===== config.mk =====
export PLATFORM = sky130hd
export DESIGN_NAME = serial_div_engine
export DESIGN_NICKNAME = d
export VERILOG_FILES = /design/src/rtl/serial_div_pkg.sv /design/src/rtl/udiv_radix2.sv /design/src/rtl/serial_div_engine.sv
export SDC_FILE = /design/constraint.sdc
export NUM_CORES = 1
export LEC_CHECK = 0
export CORE_ASPECT_RATIO = 1.2
export CORE_UTILIZATION = 32
export CTS_CLUSTER_DIAMETER = 120
export DETAILED_ROUTE_END_ITERATION = 7
export PLACE_DENSITY_LB_ADDON = 0.08
export SYNTH_ARGS = -nofsm -noshare
export SYNTH_HDL_FRONTEND = slang
export SYNTH_HIERARCHICAL = 1
export SYNTH_SLANG_ARGS = --single-unit

===== constraint.sdc =====
create_clock -name clk -period 11.7 [get_ports clk]
set_clock_uncertainty 0.1 [all_clocks]
set_input_delay 2.34 -clock clk [delete_from_list [all_inputs] [get_ports clk]]
set_output_delay 2.34 -clock clk [all_outputs]
set_load 0.01 [all_outputs]

===== src/rtl/serial_div_pkg.sv =====
// Shared types and default sizing for the serial divider engine.
package serial_div_pkg;
  localparam int unsigned WIDTH_DEF = 32;
  localparam int unsigned BUS_W_DEF = 8;

  typedef enum logic [1:0] {
    RX   = 2'd0,
    CALC = 2'd1,
    FIX  = 2'd2,
    TX   = 2'd3
  } state_t;
endpackage


===== src/rtl/udiv_radix2.sv =====
// Unsigned restoring radix-2 divider; the first step happens on the start edge,
// so the WIDTH-th step completes WIDTH-1 cycles later and done pulses after it.
module udiv_radix2 #(
  parameter int unsigned WIDTH = 32
) (
  input  logic             clk,
  input  logic             rst,
  input  logic             start,
  input  logic [WIDTH-1:0] a,
  input  logic [WIDTH-1:0] b,
  output logic             done,
  output logic [WIDTH-1:0] q,
  output logic [WIDTH-1:0] r
);
  localparam int unsigned CNT_W = $clog2(WIDTH) + 1;

  logic [CNT_W-1:0] cnt;
  logic             busy;
  logic [WIDTH-1:0] d;
  logic [WIDTH-1:0] quo_cur, rem_cur, div_cur, quo_nx, rem_nx;
  logic [WIDTH:0]   rem_sh, div_ext;
  logic             take;

  // One shift/subtract step, seeded from the operands on start.
  always_comb begin
    quo_cur = start ? a : q;
    rem_cur = start ? '0 : r;
    div_cur = start ? b : d;
    div_ext = {1'b0, div_cur};
    rem_sh  = {rem_cur, quo_cur[WIDTH-1]};
    take    = (rem_sh >= div_ext);
    rem_nx  = take ? WIDTH'(rem_sh - div_ext) : rem_sh[WIDTH-1:0];
    quo_nx  = {quo_cur[WIDTH-2:0], take};
  end

  always_ff @(posedge clk) begin
    if (rst) begin
      cnt  <= '0;
      busy <= 1'b0;
      done <= 1'b0;
      d    <= '0;
      q    <= '0;
      r    <= '0;
    end else begin
      done <= 1'b0;
      if (start) begin
        q    <= quo_nx;
        r    <= rem_nx;
        d    <= b;
        cnt  <= CNT_W'(1);
        busy <= 1'b1;
      end else if (busy) begin
        q   <= quo_nx;
        r   <= rem_nx;
        cnt <= cnt + CNT_W'(1);
        if (cnt == CNT_W'(WIDTH - 1)) begin
          busy <= 1'b0;
          done <= 1'b1;
          cnt  <= '0;
        end
      end
    end
  end
endmodule


===== src/rtl/serial_div_engine.sv =====
// Beat-serial signed/unsigned divider: receives A then B MSB beat first,
// returns {Q,R} least-significant beat first.
module serial_div_engine
  import serial_div_pkg::*;
#(
  parameter int unsigned WIDTH = WIDTH_DEF,
  parameter int unsigned BUS_W = BUS_W_DEF
) (
  input  logic             clk,
  input  logic             rst,
  input  logic             push_in,
  input  logic [BUS_W-1:0] data_in,
  input  logic             sign,
  output logic             in_ready,
  output logic [BUS_W-1:0] data_out,
  output logic             out_valid,
  output logic             out_first,
  input  logic             out_ready,
  output logic             dz
);
  localparam int unsigned NB    = WIDTH / BUS_W;
  localparam int unsigned BEATS = 2 * NB;
  localparam int unsigned CNT_W = (BEATS > 1) ? $clog2(BEATS) : 1;

  state_t state, state_n;
  logic [CNT_W-1:0]         rx_cnt, tx_cnt;
  logic [2*WIDTH-1:0]       opnd, opnd_nx, fix_all;
  logic [2*WIDTH-BUS_W-1:0] res_q;
  logic [WIDTH-1:0]         a_full, b_full, a_mag, b_mag, a_raw_q;
  logic [WIDTH-1:0]         div_q, div_r, q_fix, r_fix;
  logic sign_q, a_neg_q, b_neg_q, zero_q;
  logic accept, rx_last, tx_fire, tx_last, a_neg, b_neg, b_zero, div_start, div_done;

  always_comb begin
    accept    = push_in && in_ready;
    rx_last   = (rx_cnt == CNT_W'(BEATS - 1));
    tx_fire   = out_valid && out_ready;
    tx_last   = (tx_cnt == CNT_W'(BEATS - 1));
    opnd_nx   = {opnd[2*WIDTH-BUS_W-1:0], data_in};
    a_full    = opnd_nx[2*WIDTH-1:WIDTH];
    b_full    = opnd_nx[WIDTH-1:0];
    a_neg     = sign_q && a_full[WIDTH-1];
    b_neg     = sign_q && b_full[WIDTH-1];
    a_mag     = a_neg ? -a_full : a_full;
    b_mag     = b_neg ? -b_full : b_full;
    b_zero    = (b_full == '0);
    div_start = accept && rx_last && !b_zero;
    // Sign fix-up; divide-by-zero overrides with all-ones / raw dividend.
    q_fix     = zero_q ? '1 : ((a_neg_q ^ b_neg_q) ? -div_q : div_q);
    r_fix     = zero_q ? a_raw_q : (a_neg_q ? -div_r : div_r);
    fix_all   = {q_fix, r_fix};
  end

  udiv_radix2 #(.WIDTH(WIDTH)) u_div (
    .clk   (clk),
    .rst   (rst),
    .start (div_start),
    .a     (a_mag),
    .b     (b_mag),
    .done  (div_done),
    .q     (div_q),
    .r     (div_r)
  );

  always_ff @(posedge clk) begin
    if (rst) state <= RX;
    else     state <= state_n;
  end

  always_comb begin
    state_n = state;
    case (state)
      RX:   if (accept && rx_last) state_n = b_zero ? FIX : CALC;
      CALC: if (div_done) state_n = FIX;
      FIX:  state_n = TX;
      TX:   if (tx_fire && tx_last) state_n = RX;
      default: state_n = RX;
    endcase
  end

  // Operand capture, beat counters and result shift register.
  always_ff @(posedge clk) begin
    if (rst) begin
      rx_cnt  <= '0;
      tx_cnt  <= '0;
      opnd    <= '0;
      sign_q  <= 1'b0;
      a_neg_q <= 1'b0;
      b_neg_q <= 1'b0;
      zero_q  <= 1'b0;
      a_raw_q <= '0;
      res_q   <= '0;
    end else begin
      if (accept) begin
        opnd   <= rx_last ? '0 : opnd_nx;
        rx_cnt <= rx_last ? '0 : rx_cnt + CNT_W'(1);
        if (rx_cnt == '0) sign_q <= sign;
        if (rx_last) begin
          a_neg_q <= a_neg;
          b_neg_q <= b_neg;
          zero_q  <= b_zero;
          a_raw_q <= a_full;
        end
      end
      if (state == FIX) begin
        res_q <= fix_all[2*WIDTH-1:BUS_W];
      end else if (tx_fire) begin
        res_q  <= res_q >> BUS_W;
        tx_cnt <= tx_last ? '0 : tx_cnt + CNT_W'(1);
      end
    end
  end

  always_ff @(posedge clk) begin
    if (rst) begin
      in_ready  <= 1'b1;
      data_out  <= '0;
      out_valid <= 1'b0;
      out_first <= 1'b0;
      dz        <= 1'b0;
    end else begin
      in_ready <= (state_n == RX);
      if (state == FIX) begin
        out_valid <= 1'b1;
        out_first <= 1'b1;
        data_out  <= fix_all[BUS_W-1:0];
        dz        <= zero_q;
      end else if (tx_fire) begin
        out_first <= 1'b0;
        if (tx_last) begin
          out_valid <= 1'b0;
          data_out  <= '0;
          dz        <= 1'b0;
        end else begin
          data_out <= res_q[BUS_W-1:0];
        end
      end
    end
  end
endmodule


Word-level counts from Yosys, hierarchy flattened
Cells that the tools add are included.

Register bits after elaboration: 272. Input port bits: 13. Word-level logic and storage cells: 101.

Magnitude comparators: 1. Eq/ne operators: 6. Bitwise logic cells: 3. Reduce and logical (&&, ||, !) cells: 21. Mux-type cells: 40. Add/subtract/negate cells: 8.

Operators with widths (number): 2-to-1 mux 32 bit (14); 2-to-1 mux 56 bit (3); negator 32 bit (4); greater-or-equal comparator 33 x 32 -> 1 bit (1); logical NOT 32 bit (1); subtractor 32 bit (1); 2-to-1 mux 8 bit (3); 2-to-1 mux 1 bit (12); 2-to-1 mux 2 bit (4); case mux 2 bit (4 select lines) (1); AND reduction 2 bit (4); logical AND 1 bit (7); adder 3 x 1 -> 3 bit, second input constant (2); adder 6 x 1 -> 6 bit, second input constant (1); == test 3 bit, second input constant (2); == test 6 x 5 -> 1 bit, second input constant (1); 2-to-1 mux 3 bit (2); 2-to-1 mux 6 bit (1); nonzero test 2 bit (3); == test 2 bit, second input constant (2); logical NOT 2 bit (2); logical NOT 3 bit (1); OR reduction 3 bit (1); == test 2 x 1 -> 1 bit, second input constant (1); 4 further kinds (5).

Depth between registers and ports, before layout
Word-level depth: 8. Gate-level depth with buffers: 22.

Hierarchy
Netlist, hierarchy kept.

By module, submodules not included: serial_div_engine (times used 1, cells each 1221, area an instance 9347.7 um^2, seq. area each 3363.2 um^2); udiv_radix2 (times used 1, cells each 794, area an instance 6369.9 um^2, seq. area each 2082.0 um^2).

Worst setup path after synthesis
No wires, ideal clock.

Kind: input to register. Start: in data_in[2]. End: reg u_div.r[24]. Path slack: 4622 ps. Path buffers: 6. Cell stages on the path: 20. Arrival time: 6886 ps. Library setup time: 92 ps. Path through: or3_1 -> nor3b_1 -> and4_1 -> and3b_1 -> nor2_1 -> clkbuf_1 -> clkbuf_1 -> buf_1 -> mux2i_1 -> ha_1 -> clkbuf_1 -> nand4_1 -> nor4_4 -> nand3_2 -> o211a_1 -> o211a_1 -> buf_6 -> or3_1 -> buf_2 -> o32ai_1.

Word-level cells in the longest chain between the ends: 8. Elaborated cells between the ends (all ways): 14. Classes of those cells: add/sub (2); order compare (1); mux (7); reduce/logical (4).

RTL lines: start: declaration (line serial_div_engine.sv:12) `input logic [BUS_W-1:0] data_in,`; logical NOT 32 bit (*) (line serial_div_engine.sv:46) `b_zero = (b_full == '0);`; logical NOT 1 bit (*) (line serial_div_engine.sv:47) `div_start = accept && rx_last && !b_zero;`; logical AND 1 bit (*) (line serial_div_engine.sv:47); named net div_start (line serial_div_engine.sv:32) `logic accept, rx_last, tx_fire, tx_last, a_neg, b_neg, b_zero, div_start, div_done;`; 2-to-1 mux 32 bit, on equally long branches; subtractor 32 bit or greater-or-equal comparator 33 x 32 -> 1 bit (tied branches) (line udiv_radix2.sv:32, udiv_radix2.sv:31); 2-to-1 mux 32 bit (line udiv_radix2.sv:32) `rem_nx = take ? WIDTH'(rem_sh - div_ext) : rem_sh[WIDTH-1:0];`; 2-to-1 mux 32 bit (line udiv_radix2.sv:52) `end else if (busy) begin`; 2-to-1 mux 32 bit (line udiv_radix2.sv:46) `if (start) begin`; end signal: assignment (line udiv_radix2.sv:48) `r <= rem_nx;`; end signal: assignment (line udiv_radix2.sv:54) `r <= rem_nx;`; end: declaration (line udiv_radix2.sv:13) `output logic [WIDTH-1:0] r`.

Mark *: on every way through the listed nets, which the timed path passes. The rest lies on a longest branch. The select of a mux whose other input is x is not followed. A chain may end at the register's enable or synchronous reset.

Worst setup path after layout
Start: in push_in. End: reg u_div.r[2].

Word-level cells in the longest chain between the ends: 8. Elaborated cells between the ends (all ways): 12. Classes of those cells: add/sub (1); order compare (1); mux (6); reduce/logical (4).

RTL lines: start: declaration (line serial_div_engine.sv:11) `input logic push_in,`; logical AND 1 bit (*) (line serial_div_engine.sv:35) `accept = push_in && in_ready;`; logical AND 1 bit (*) (2 in series) (line serial_div_engine.sv:47); named net div_start (line serial_div_engine.sv:32); 2-to-1 mux 32 bit, on equally long branches; subtractor 32 bit or greater-or-equal comparator 33 x 32 -> 1 bit (tied branches) (line udiv_radix2.sv:32, udiv_radix2.sv:31); 2-to-1 mux 32 bit (line udiv_radix2.sv:32); 2-to-1 mux 32 bit (line udiv_radix2.sv:52); 2-to-1 mux 32 bit (line udiv_radix2.sv:46).

Marks and branches as above.

==> flow_metrics.env <==
export IMPL_drt_pass1_iterations=6
export IMPL_synthFlopType="dfxtp_1"
export IMPL_cts_root_buf="clkbuf_16"
export IMPL_dp_cells=2543
export IMPL_hold_class="register to register"
export IMPL_wl_per_cell_um=20.5
export IMPL_place_area_mm2=0.0164
export IMPL_critical_path_class="input pin to register"
export IMPL_power_leakage_nw=6.66
export IMPL_fin_nets=2006
export IMPL_syn_num_nets=2071
export IMPL_grt_pass1_wl_mm=81.7
export IMPL_grt_pass1_vias=13435
export IMPL_period_share_pct=70.6
export IMPL_numClockSinks=272
export IMPL_placementRows=88
export IMPL_totalWireLength_mm=53.3
export IMPL_cts_clk_slew_worst_paths_ps=60
export IMPL_clockBufferDepth=3
export IMPL_layout_cells_non_filler=2605
export IMPL_grt_setup_unrepaired="false"
export IMPL_die_h_um=245
export IMPL_htree_levels=2
export IMPL_via_count=14021
export IMPL_cts_tree="yes"
export IMPL_r2r_slack_ps=5340
export IMPL_synth_edf_count=0
export IMPL_fin_area_mm2=0.0175
export IMPL_synthArstFlopShare_pct=0
export IMPL_setup_violations=0
export IMPL_fill_cells=5160
export IMPL_vias_per_cell=5.38
export IMPL_grt_max_degree=65
export IMPL_ys_seq_area_share_pct=34.6
export IMPL_cts_setup_buffers=0
export IMPL_required_ps=12020
export IMPL_multi_input_comb_area_mm2=0.00961
export IMPL_first_iter_violations=718
export IMPL_cts_resized=0
export IMPL_synth_top_cell_area_share_pct=34.6
export IMPL_gp_congestion=0.865
export IMPL_cts_buffers=35
export IMPL_drc=0
export IMPL_antenna_cells=0
export IMPL_relSlewSlack_pct=22.5
export IMPL_port_buffers=24
export IMPL_core_area_mm2=0.0482
export IMPL_slew_viol_final=0
export IMPL_avgSynthCellArea_um2=7.80
export IMPL_finalHoldViolCount=0
export IMPL_status="finished clean"
export IMPL_netlist_area_mm2=0.0157
export IMPL_antenna_found_initial=0
export IMPL_hold_ws_ps=354
export IMPL_die_w_um=204
export IMPL_postRouteAntennaNets=0
export IMPL_grt_use_total_pct=21.3
export IMPL_yosysWarnings=6
export IMPL_path_max_fanout=60
export IMPL_ys_types=74
export IMPL_max_freq_ghz=0.121
export IMPL_arrival_ps=8580
export IMPL_synth_area_leader_cell="dfxtp_1"
export IMPL_critPathLaunchType="input pin"
export IMPL_ioPinCount=25
export IMPL_hpwl_mm=38.0
export IMPL_yosys_register_bits=272
export IMPL_synth_area_leaders="dfxtp_1, a21oi_1, nand2_1"
export IMPL_tightest_slew_ps=1160
export IMPL_period_minus_slack_ps=8260
export IMPL_insertion_delay_ps=550
export IMPL_postCtsHoldBufs=0
export IMPL_syn_inst=2015
export IMPL_ir_drop_uv=109
export IMPL_regArea_mm2=0.00545
export IMPL_drive_gt1_share_pct=5.47
export IMPL_globalRouteOverflowTotal=0
export IMPL_initial_core_util_pct=32.6
export IMPL_drv_cap=0
export IMPL_finalSetupTns_ps=0
export IMPL_design_die_area_mm2=0.0500
export IMPL_powerDensity_mw_per_mm2=118
export IMPL_end_kind="register"
export IMPL_area_delta_synth_final_pct=11.2
-- per-layer routing --
layer  part of all wire, %  vias up  GRT usage [%]
met2                    50      229           37.7
met5                     0        -              0
met1                    43     6725           25.7
li1                      -     6997              -
met3                   3.2       70           2.84
met4                   3.7        0           8.49
-- Yosys cell counts (4+ instances only) --
cell / number
o41ai_1: 5
a2111oi_0: 4
or3_1: 19
nand3_1: 21
a21o_1: 15
ha_1: 42
buf_2: 9
or2_2: 9
and3_1: 11
a31oi_1: 15
nor2b_1: 37
a21oi_1: 239
o211a_1: 8
nor4_1: 17
a311o_1: 13
nand4_1: 10
nor3b_1: 26
buf_1: 18
o31a_1: 4
o22ai_1: 7
o21a_1: 8
xor2_1: 86
inv_1: 34
nor2_1: 224
mux2i_1: 96
dfxtp_1: 272
a311oi_1: 4
xnor2_1: 56
nand2_1: 297
nand2b_1: 12
o211ai_1: 6
clkbuf_1: 118
a41oi_1: 5
or4_1: 14
and2_1: 9
o21ai_0: 51
nor3_1: 42
a211oi_1: 49
a221oi_1: 26
o31ai_1: 22
-- cell type report --
class,count,area share (%)
multi-input cells,1563,55.0
flip-flops and latches,272,31.2
clock buffers,53,5.87
well taps,630,4.51
repair buffers,44,2.24
inverters,34,0.730
clock inverters,9,0.487
-- critical path, stage by stage --
cell and delay [ps]:
clkdlybuf4s50_1 500, and2_2 150, buf_4 500, nand2_1 110, buf_4 290, nor2_4 760
buf_4 390, mux2i_1 310, ha_1 340, a21oi_1 190, a21oi_1 150, o41ai_2 530
o211a_1 290, o211a_1 610, buf_4 470, mux2_2 380, a22oi_1 160, nor2_1 60
-- path summary, 6_finish.rpt --
check,from,endpoint,cells after the start
setup / recovery,push_in,u_div/r[2]$_SDFFE_PP0P_,18
hold / removal,a_raw_q[4]$_SDFFE_PP0N_,a_raw_q[4]$_SDFFE_PP0N_,2
setup reg to reg,in_ready$_SDFF_PP1_,u_div/r[2]$_SDFFE_PP0P_,17
hold reg to reg,a_raw_q[4]$_SDFFE_PP0N_,a_raw_q[4]$_SDFFE_PP0N_,2
-- logic make-up (layout without fill, tap and decap cells) --
kind of cell	after synthesis	after routing	share of synthesized area (%)
DFF	272	272	34.6
and+or+nand+nor	770	770	22.7
buffers and inverters	180	140	4.42
xor gates and xnor gates	142	142	7.91
AOI/OAI and AO/OA	510	510	20.6
adders and majority gates	43	43	3.47
muxes	98	98	6.26
-- per-stage QoR --
stage / utilization (%) / setup WS [ps] / power (mW)
finish: 36.2 / 3440 / 2.05
global route: 36.2 / 2880 / 2.13
CTS: 36.2 / 3410 / 2.09
detailed placement: 33.9 / 2830 / 1.02
global placement: 33.9 / 2990 / 1.02
floorplan: - / 4620 / 0.995
-- registers in the layout, indices dropped and copies added, names as in the netlist, 2 cells and up --
| signal | count |
|---|---|
| state | 2 |
| opnd | 56 |
| u_div/d | 32 |
| res_q | 56 |
| u_div/q | 32 |
| u_div/cnt | 6 |
| u_div/r | 32 |
| tx_cnt | 3 |
| rx_cnt | 3 |
| a_raw_q | 32 |
| data_out | 8 |
-- placed cells by master, fill, tap and decap left out, drive strengths merged, types with 11 or more instances in the layout --
cell type / synthesis / layout
a21oi: 239 / 239
o21ai: 52 / 52
clkbuf: 118 / 53
a211oi: 49 / 49
or3: 22 / 22
nand2b: 12 / 12
a31oi: 15 / 15
o31ai: 22 / 22
inv: 34 / 35
and3: 11 / 11
a311o: 13 / 13
a221oi: 26 / 26
mux2i: 96 / 96
nor4: 20 / 20
nor2: 224 / 224
buf: 28 / 21
nand3: 22 / 22
ha: 42 / 42
a21o: 15 / 15
xor2: 86 / 86
nand2: 297 / 297
nor2b: 37 / 37
nor3b: 26 / 26
nand4: 11 / 11
xnor2: 56 / 56
nor3: 42 / 42
or4: 14 / 14
clkdlybuf4s50: 0 / 23
dfxtp: 272 / 272
-- power by group --
part,total [mW],internal (mW),leakage [nW],switching [mW]
Combinational,0.0598,0.0173,3.92,0.0425
Sequential,0.938,0.931,2.19,0.00690
Clock,1.06,0.627,0.549,0.429
(Power assumes the default switching activity.)
